## src/rtl/toy_stream_pkg.sv

```systemverilog
// Shared types and helpers for the toy stream checker and its pattern generator.
package toy_stream_pkg;

  localparam int LANE_W = 32;

  typedef enum logic [1:0] {
    IDLE = 2'd0,
    RUN  = 2'd1,
    DONE = 2'd2
  } state_e;

  // Number of 32-bit lanes packed into one stream word.
  function automatic int lane_count(input int data_width);
    return data_width / LANE_W;
  endfunction

endpackage

```

## src/rtl/toy_stream_checker_pattern.sv

```systemverilog
// Combinational lane-pattern generator: lane i of word n is
// seed + n*L + i (+1 when building the expected kernel result), 32-bit wrapping per lane.
module toy_lane_pattern
  import toy_stream_pkg::*;
#(
  parameter int C_DATA_WIDTH  = 512,
  parameter int C_COUNT_WIDTH = 32
) (
  input  logic [31:0]              seed_i,
  input  logic [C_COUNT_WIDTH-1:0] index_i,
  input  logic                     add_one_i,
  output logic [C_DATA_WIDTH-1:0]  word_o
);

  localparam int L = lane_count(C_DATA_WIDTH);

  logic [C_COUNT_WIDTH-1:0] base_full;
  logic [31:0]              base32;

  // n*L is formed at counter width and only then reduced to lane width.
  assign base_full = index_i * C_COUNT_WIDTH'(L);
  assign base32    = 32'(base_full);

  for (genvar g = 0; g < L; g++) begin : g_lane
    assign word_o[g*LANE_W +: LANE_W] = seed_i + base32 + 32'(g) + {31'd0, add_one_i};
  end

endmodule

```

## config.mk

```make
export PLATFORM = sky130hd
export DESIGN_NAME = toy_lane_pattern
export DESIGN_NICKNAME = d
export VERILOG_FILES = /design/src/rtl/toy_stream_pkg.sv /design/src/rtl/toy_stream_checker_pattern.sv
export SDC_FILE = /design/constraint.sdc
export NUM_CORES = 1
export LEC_CHECK = 0
export CORE_AREA = 10 10 216 218
export DETAILED_ROUTE_END_ITERATION = 12
export DIE_AREA = 0 0 226 228
export GPL_ROUTABILITY_DRIVEN = 0
export PLACE_DENSITY_LB_ADDON = 0.05
export SYNTH_ARGS = -nofsm -noshare
export SYNTH_HDL_FRONTEND = slang
export SYNTH_SLANG_ARGS = --single-unit
```

## constraint.sdc

```tcl
create_clock -name vclk -period 15.75
set_input_delay 3.9375 -clock vclk [all_inputs]
set_output_delay 3.9375 -clock vclk [all_outputs]
set_load 0.01 [all_outputs]
```

# Word-level counts from Yosys, hierarchy flattened
# Cells that the tools add are included.
# word_totals
regBits,0
in_bits,65
output_inout_bits,512
elab_cells,32
# op_classes
n_addsub,32
# op_table
operator,n
$add 32x1->32,16
$add 32x4->32 const B,8
$add 32x3->32 const B,4
$add 32x2->32 const B,2
$add 32x1->32 const B,1
$add 32x32->32,1

# Longest topological paths before layout
# Gate-level depths: netlist of the first run.
# depth
depth_word,3
depth_mapped,15
mapped_depth_nobuf,12

# Worst setup path before layout of the first run
# Ideal clock, no wire load.
# synth_path
kind,input port to output port
startpoint,in seed_i[4]
endpoint,out word_o[186]
arrival_time_ns,7.224
required_time_ns,11.813
path_slack_ns,4.589
path_stages,15
path_buffers,3
path_cell_list,ha_1 > inv_1 > fa_1 > nand2b_1 > a21o_1 > a21o_1 > a21oi_1 > o211a_1 > clkbuf_1 > nand4_1 > or4_1 > buf_2 > buf_4 > nor2_1 > xnor2_1
# synth_between
elab_chain_len,3
# synth_lines
item,line,text
"start, declared",toy_stream_checker_pattern.sv:9,"input logic [31:0] seed_i,"
$add 32x32->32,toy_stream_checker_pattern.sv:25,"assign word_o[g*LANE_W +: LANE_W] = seed_i + base32 + 32'(g) + {31'd0, add_one_i};"
$add 32x3->32,toy_stream_checker_pattern.sv:25,
$add 32x1->32,toy_stream_checker_pattern.sv:25,
"end, declared",toy_stream_checker_pattern.sv:12,output logic [C_DATA_WIDTH-1:0] word_o
# No other way between the ends.

# Worst setup path in the final report of the first run
# layout_path
startpoint,in seed_i[7]
endpoint,out word_o[90]
# layout_between
elab_chain_len,3
# layout_lines
item,line
$add 32x32->32,toy_stream_checker_pattern.sv:25
$add 32x2->32,toy_stream_checker_pattern.sv:25
$add 32x1->32,toy_stream_checker_pattern.sv:25
# No other way between the ends.

==> flow_metrics.tcl, run 1 <==
set metrics [dict create \
    critPathLaunch "seed_i[7]" \
    setup_viol 0 \
    synth_nets 1553 \
    drt-initial-drc-count 549 \
    path_depth 13 \
    syn_to_final_growth_pct 67.0 \
    crit_family "simple AND/OR/NAND/NOR gates" \
    max_slew.worst_pin.slew_ps 1250 \
    via_count 11574 \
    dieArea_mm2 0.0515 \
    wirelength_mm 64.2 \
    crit_type "in -> out" \
    dieWidth_um 226 \
    io_buffers 573 \
    grt_start_max_net_pins 38 \
    maxCapViolCount 0 \
    regArea_um2 0 \
    nFillCells 4687 \
    syn_area_mm2 0.00930 \
    n_clock_buffer 0 \
    dr.pass1.iters 5 \
    netlist_top_cells_count "xnor2_1, nand2_1, nor2_1" \
    status "finished clean" \
    grt_overflow 0 \
    grt_setup_unrepaired "no" \
    fmax_mhz 73.6 \
    start_util 0.219 \
    synth_most_common_cell "xnor2_1" \
    yosysSeqAreaShare 0 \
    nets 2019 \
    netlist.area_leader.share 0.302 \
    dieHeight_um 228 \
    period_needed_ps 13590 \
    post_cts_resized 0 \
    ys_top_cells_by_area "xnor2_1, xor2_1, nand2_1" \
    grt_usage 0.233 \
    required_ps 11810 \
    hold_viol 0 \
    ant_nets 0 \
    synthCells 1452 \
    yosys_warnings 0 \
    start_kind "input pin" \
    slew-limit-headroom 0.160 \
    critPathSlowestCell "or4_1" \
    synth_cell_types 73 \
    routedWlPerCell_um 26.1 \
    grt_pass1_wl_mm 89.6 \
    num_rows 76 \
    worstPathCellList "clkdlybuf4s50_1 -> ha_1 -> o211ai_2 -> o21a_1 -> o31ai_1 -> xor2_4 -> buf_4 -> and4_1 -> nand4_1 -> or4_1 -> nor3_1 -> xnor2_1 -> clkdlybuf4s50_1" \
    min_period_over_period 0.863 \
    seq_cells 0 \
    cp-endpoint "word_o[90]" \
    pwr_density_cell_mw_per_mm2 89.7 \
    maxSlewViolCount 0 \
    diodes 0 \
    post_cts.repair.setup_buffers 0 \
    end_kind "output port" \
    drive_above_1_share 0.0517 \
    hpwlAfterDp_mm 53.3 \
    crit_path_max_incr_delay_ps 1000 \
    post-route-util 0.365 \
    antenna_found_initial 1 \
    drt_drc_violations_left 0 \
    arrival_ps 9650 \
    yosys.area.top_type "xnor2_1" \
    ioPinCount 577 \
    routed_via_density 4.70 \
    crit_fanout 21 \
    path_buf_inv 3 \
    fin_tns_setup_ps 0 \
    syn_avg_cell_area_um2 6.41 \
    hold_buffers 0 \
    core-area_mm2 0.0425 \
    ir_drop_mv 0.0295 \
    cpMostUsedCell "clkdlybuf4s50_1" \
    grt_pass1_vias 11565 \
    hold_class "in -> out" \
    p_leak_nw 5.22 \
]
-- per-stage QoR --
| step | std cells | hold slack, ps | power, mW | instance area [um^2] | setup WS (ps) |
|---|---|---|---|---|---|
| final | 2462 | 8920 | 1.39 | 15500 | 2160 |
| after floorplan | 1452 | 8140 | 0.604 | 9300 | 4590 |
| after detailed placement | 2462 | 8920 | 1.41 | 15500 | 2070 |
| after global routing | 2462 | 8960 | 1.47 | 15500 | 1740 |
| after CTS | 2462 | 8920 | 1.42 | 15500 | 2050 |
| after global placement | 2462 | 8920 | 1.41 | 15500 | 2030 |
-- per-layer routing --
layer	wire [um]	GRT usage	vias to the layer above
li1	-	-	5608
met1	26400	0.278	5573
met2	32700	0.431	367
met3	4420	0.0476	24
met4	622	0.0207	2
met5	11	0	-
-- layout make-up --
cell class         instances  area, um^2  share of cell area
well taps                546         683              0.0440
inverters                 32         120             0.00774
repair buffers           613        6030               0.388
multi-input cells       1271        8700               0.560
-- cell families (layout without fill, tap and decap cells) --
family / count (synthesis) / after routing / synth area share
and+or+nand+nor: 618 / 618 / 0.308
xor gates and xnor gates: 472 / 472 / 0.450
buffers and inverters: 181 / 645 / 0.0907
AOI/OAI and AO/OA: 145 / 145 / 0.102
adders and majority gates: 36 / 36 / 0.0492
-- worst min path at each step --
stage	end	cells after the start	slack (ps)	from
2_1_floorplan	word_o[133]	3	8140	seed_i[1]
3_3_place_gp	word_o[34]	4	8920	seed_i[2]
3_5_place_dp	word_o[3]	4	8920	seed_i[3]
4_1_cts	word_o[3]	4	8920	seed_i[3]
5_1_grt	word_o[67]	4	8960	seed_i[3]
6_report	word_o[3]	4	8920	seed_i[3]
-- power breakdown --
part	total [mW]	internal (mW)	switching [mW]
clock network	0	0	0
registers	0	0	0
logic	1.39	0.668	0.725
total	1.39	0.668	0.725
-- layout by cell type, fill, tap and decap left out, types with 5 or more instances in the layout --
master             n
nand2_1          221
o21ai_0           28
a32oi_1            5
nand2b_1          10
nand4_1           39
a31oi_1            6
o21a_1             8
and3_1            10
ha_1              35
xnor2_1          315
nor2_1           174
xor2_1           140
xor2_4             6
nor2_2             9
nor3_1            36
and4_1             6
o211ai_1           5
or2_2             10
a21oi_1           47
xnor2_2            7
inv_1             31
and2_1            12
buf_4             40
clkdlybuf4s50_1  571
nand3_1           56
a21o_1            11
Power figures use the tool's default switching activity.
==> run 2, diff against run 1 <==
--- a/config.mk
+++ b/config.mk
@@ -10,6 +10,7 @@
 export DIE_AREA = 0 0 226 228
 export GPL_ROUTABILITY_DRIVEN = 0
 export PLACE_DENSITY_LB_ADDON = 0.05
+export SLEW_MARGIN = 20
 export SYNTH_ARGS = -nofsm -noshare
 export SYNTH_HDL_FRONTEND = slang
 export SYNTH_SLANG_ARGS = --single-unit
==> run 2 against run 1 <==
Effect of this change:
- cell count did not move
- non-clock buffer count did not move
- setup slack better by 9.3 ps
- wire length fell by 0.15%
- die area stayed put
- via count rose by 0.48%
- power is essentially flat
- hold slack improved by 7.3 ps
- clock-buffer cell count did not move
- critical endpoint unchanged
- highest routed layer unchanged
==> flow_metrics.tcl, run 2 (synthesized netlist as in run 1, its figures left out) <==
set metrics [dict create \
    status "finished clean" \
    via_count 11629 \
    num_rows 76 \
    critPathLaunch "seed_i[7]" \
    grt_pass1_wl_mm 89.7 \
    arrival_ps 9640 \
    period_needed_ps 13580 \
    pwr-share-comb 1.000 \
    min_period_over_period 0.862 \
    maxSlewViolCount 0 \
    pwr-share-seq 0 \
    required_ps 11810 \
    start_kind "input pin" \
    dieWidth_um 226 \
    switching_share 0.520 \
    seq_cells 0 \
    path_buf_inv 3 \
    post_cts.repair.setup_buffers 0 \
    dr.pass1.iters 5 \
    ant_nets 0 \
    p_int_mw 0.668 \
    crit_fanout 21 \
    end_kind "output port" \
    slew-limit-headroom 0.215 \
    grt_start_max_net_pins 38 \
    diodes 0 \
    grt_setup_unrepaired "no" \
    setup_viol 0 \
    clkPwrFrac 0 \
    dieHeight_um 228 \
    worstPathCellList "clkdlybuf4s50_1 -> ha_1 -> o211ai_2 -> o21a_1 -> o31ai_1 -> xor2_4 -> buf_4 -> and4_1 -> nand4_1 -> or4_1 -> nor3_1 -> xnor2_1 -> clkdlybuf4s50_1" \
    post_cts_resized 0 \
    n_clock_buffer 0 \
    fin_tns_setup_ps 0 \
    grt_overflow 0 \
    crit_family "simple AND/OR/NAND/NOR gates" \
    nFillCells 4676 \
    post-route-util 0.366 \
    power.net_switching_mw 0.725 \
    hold_viol 0 \
    hold_buffers 0 \
    layout_commonest_cell "clkdlybuf4s50_1" \
    antenna_found_initial 1 \
    drt-initial-drc-count 628 \
    drive_above_1_share 0.0522 \
    final_cell_mix "clkdlybuf4s50_1, xnor2_1, nand2_1" \
    min_from "seed_i[3]" \
    placed_cells 2462 \
    max_slew.worst_pin.slew_ps 1170 \
    cpMostUsedCell "clkdlybuf4s50_1" \
    maxCapViolCount 0 \
    routed_via_density 4.72 \
    drt_drc_violations_left 0 \
    grt_usage 0.234 \
    critPathSlowestCell "or4_1" \
    start_util 0.219 \
    hpwlAfterDp_mm 53.3 \
    nets 2019 \
    syn_to_final_growth_pct 67.1 \
    ioPinCount 577 \
    hold_class "in -> out" \
    crit_path_max_incr_delay_ps 1000 \
    pwr_density_cell_mw_per_mm2 89.7 \
    fmax_mhz 73.6 \
    layoutNonFillerInstCount 2462 \
    core-area_mm2 0.0425 \
    io_buffers 573 \
    dieArea_mm2 0.0515 \
    crit_type "in -> out" \
    p_leak_nw 5.23 \
    wirelength_mm 64.1 \
    ir_drop_mv 0.0272 \
    routedWlPerCell_um 26.0 \
    grt_pass1_vias 11558 \
    regArea_um2 0 \
]
run 2: per-layer routing:
layer | track usage | up-vias | wire length (um)
met5 | 0 | - | 11
met4 | 0.0224 | 2 | 665
met3 | 0.0508 | 26 | 4370
met2 | 0.431 | 384 | 32700
met1 | 0.277 | 5604 | 26300
li1 | - | 5613 | -
run 2: cell type report:
cell class | count | area [um^2] | area share
repair buffers | 613 | 6030 | 0.388
well taps | 546 | 683 | 0.0440
multi-input cells | 1271 | 8710 | 0.561
inverters | 32 | 120 | 0.00773
run 2: worst paths after layout:
kind | endpoint | slack, ps | cells after the start
max | word_o[90] | 2170 | 13
min | word_o[3] | 8930 | 4
run 2: power by group through the flow:
| stage | clock, mW | combinational, mW | sequential [mW] |
|---|---|---|---|
| after global placement | 0 | 1.41 | 0 |
| after floorplan | 0 | 0.604 | 0 |
| after global routing | 0 | 1.47 | 0 |
| after detailed placement | 0 | 1.41 | 0 |
| after CTS | 0 | 1.42 | 0 |
| final | 0 | 1.39 | 0 |
run 2: through the flow:
stage | hold slack, ps | power, mW | instance area [um^2] | worst slack, ps
4_1_cts | 8930 | 1.42 | 15500 | 2060
3_3_place_gp | 8920 | 1.41 | 15500 | 2030
6_report | 8930 | 1.39 | 15500 | 2170
5_1_grt | 8970 | 1.47 | 15500 | 1760
2_1_floorplan | 8140 | 0.604 | 9300 | 4590
3_5_place_dp | 8930 | 1.41 | 15500 | 2080
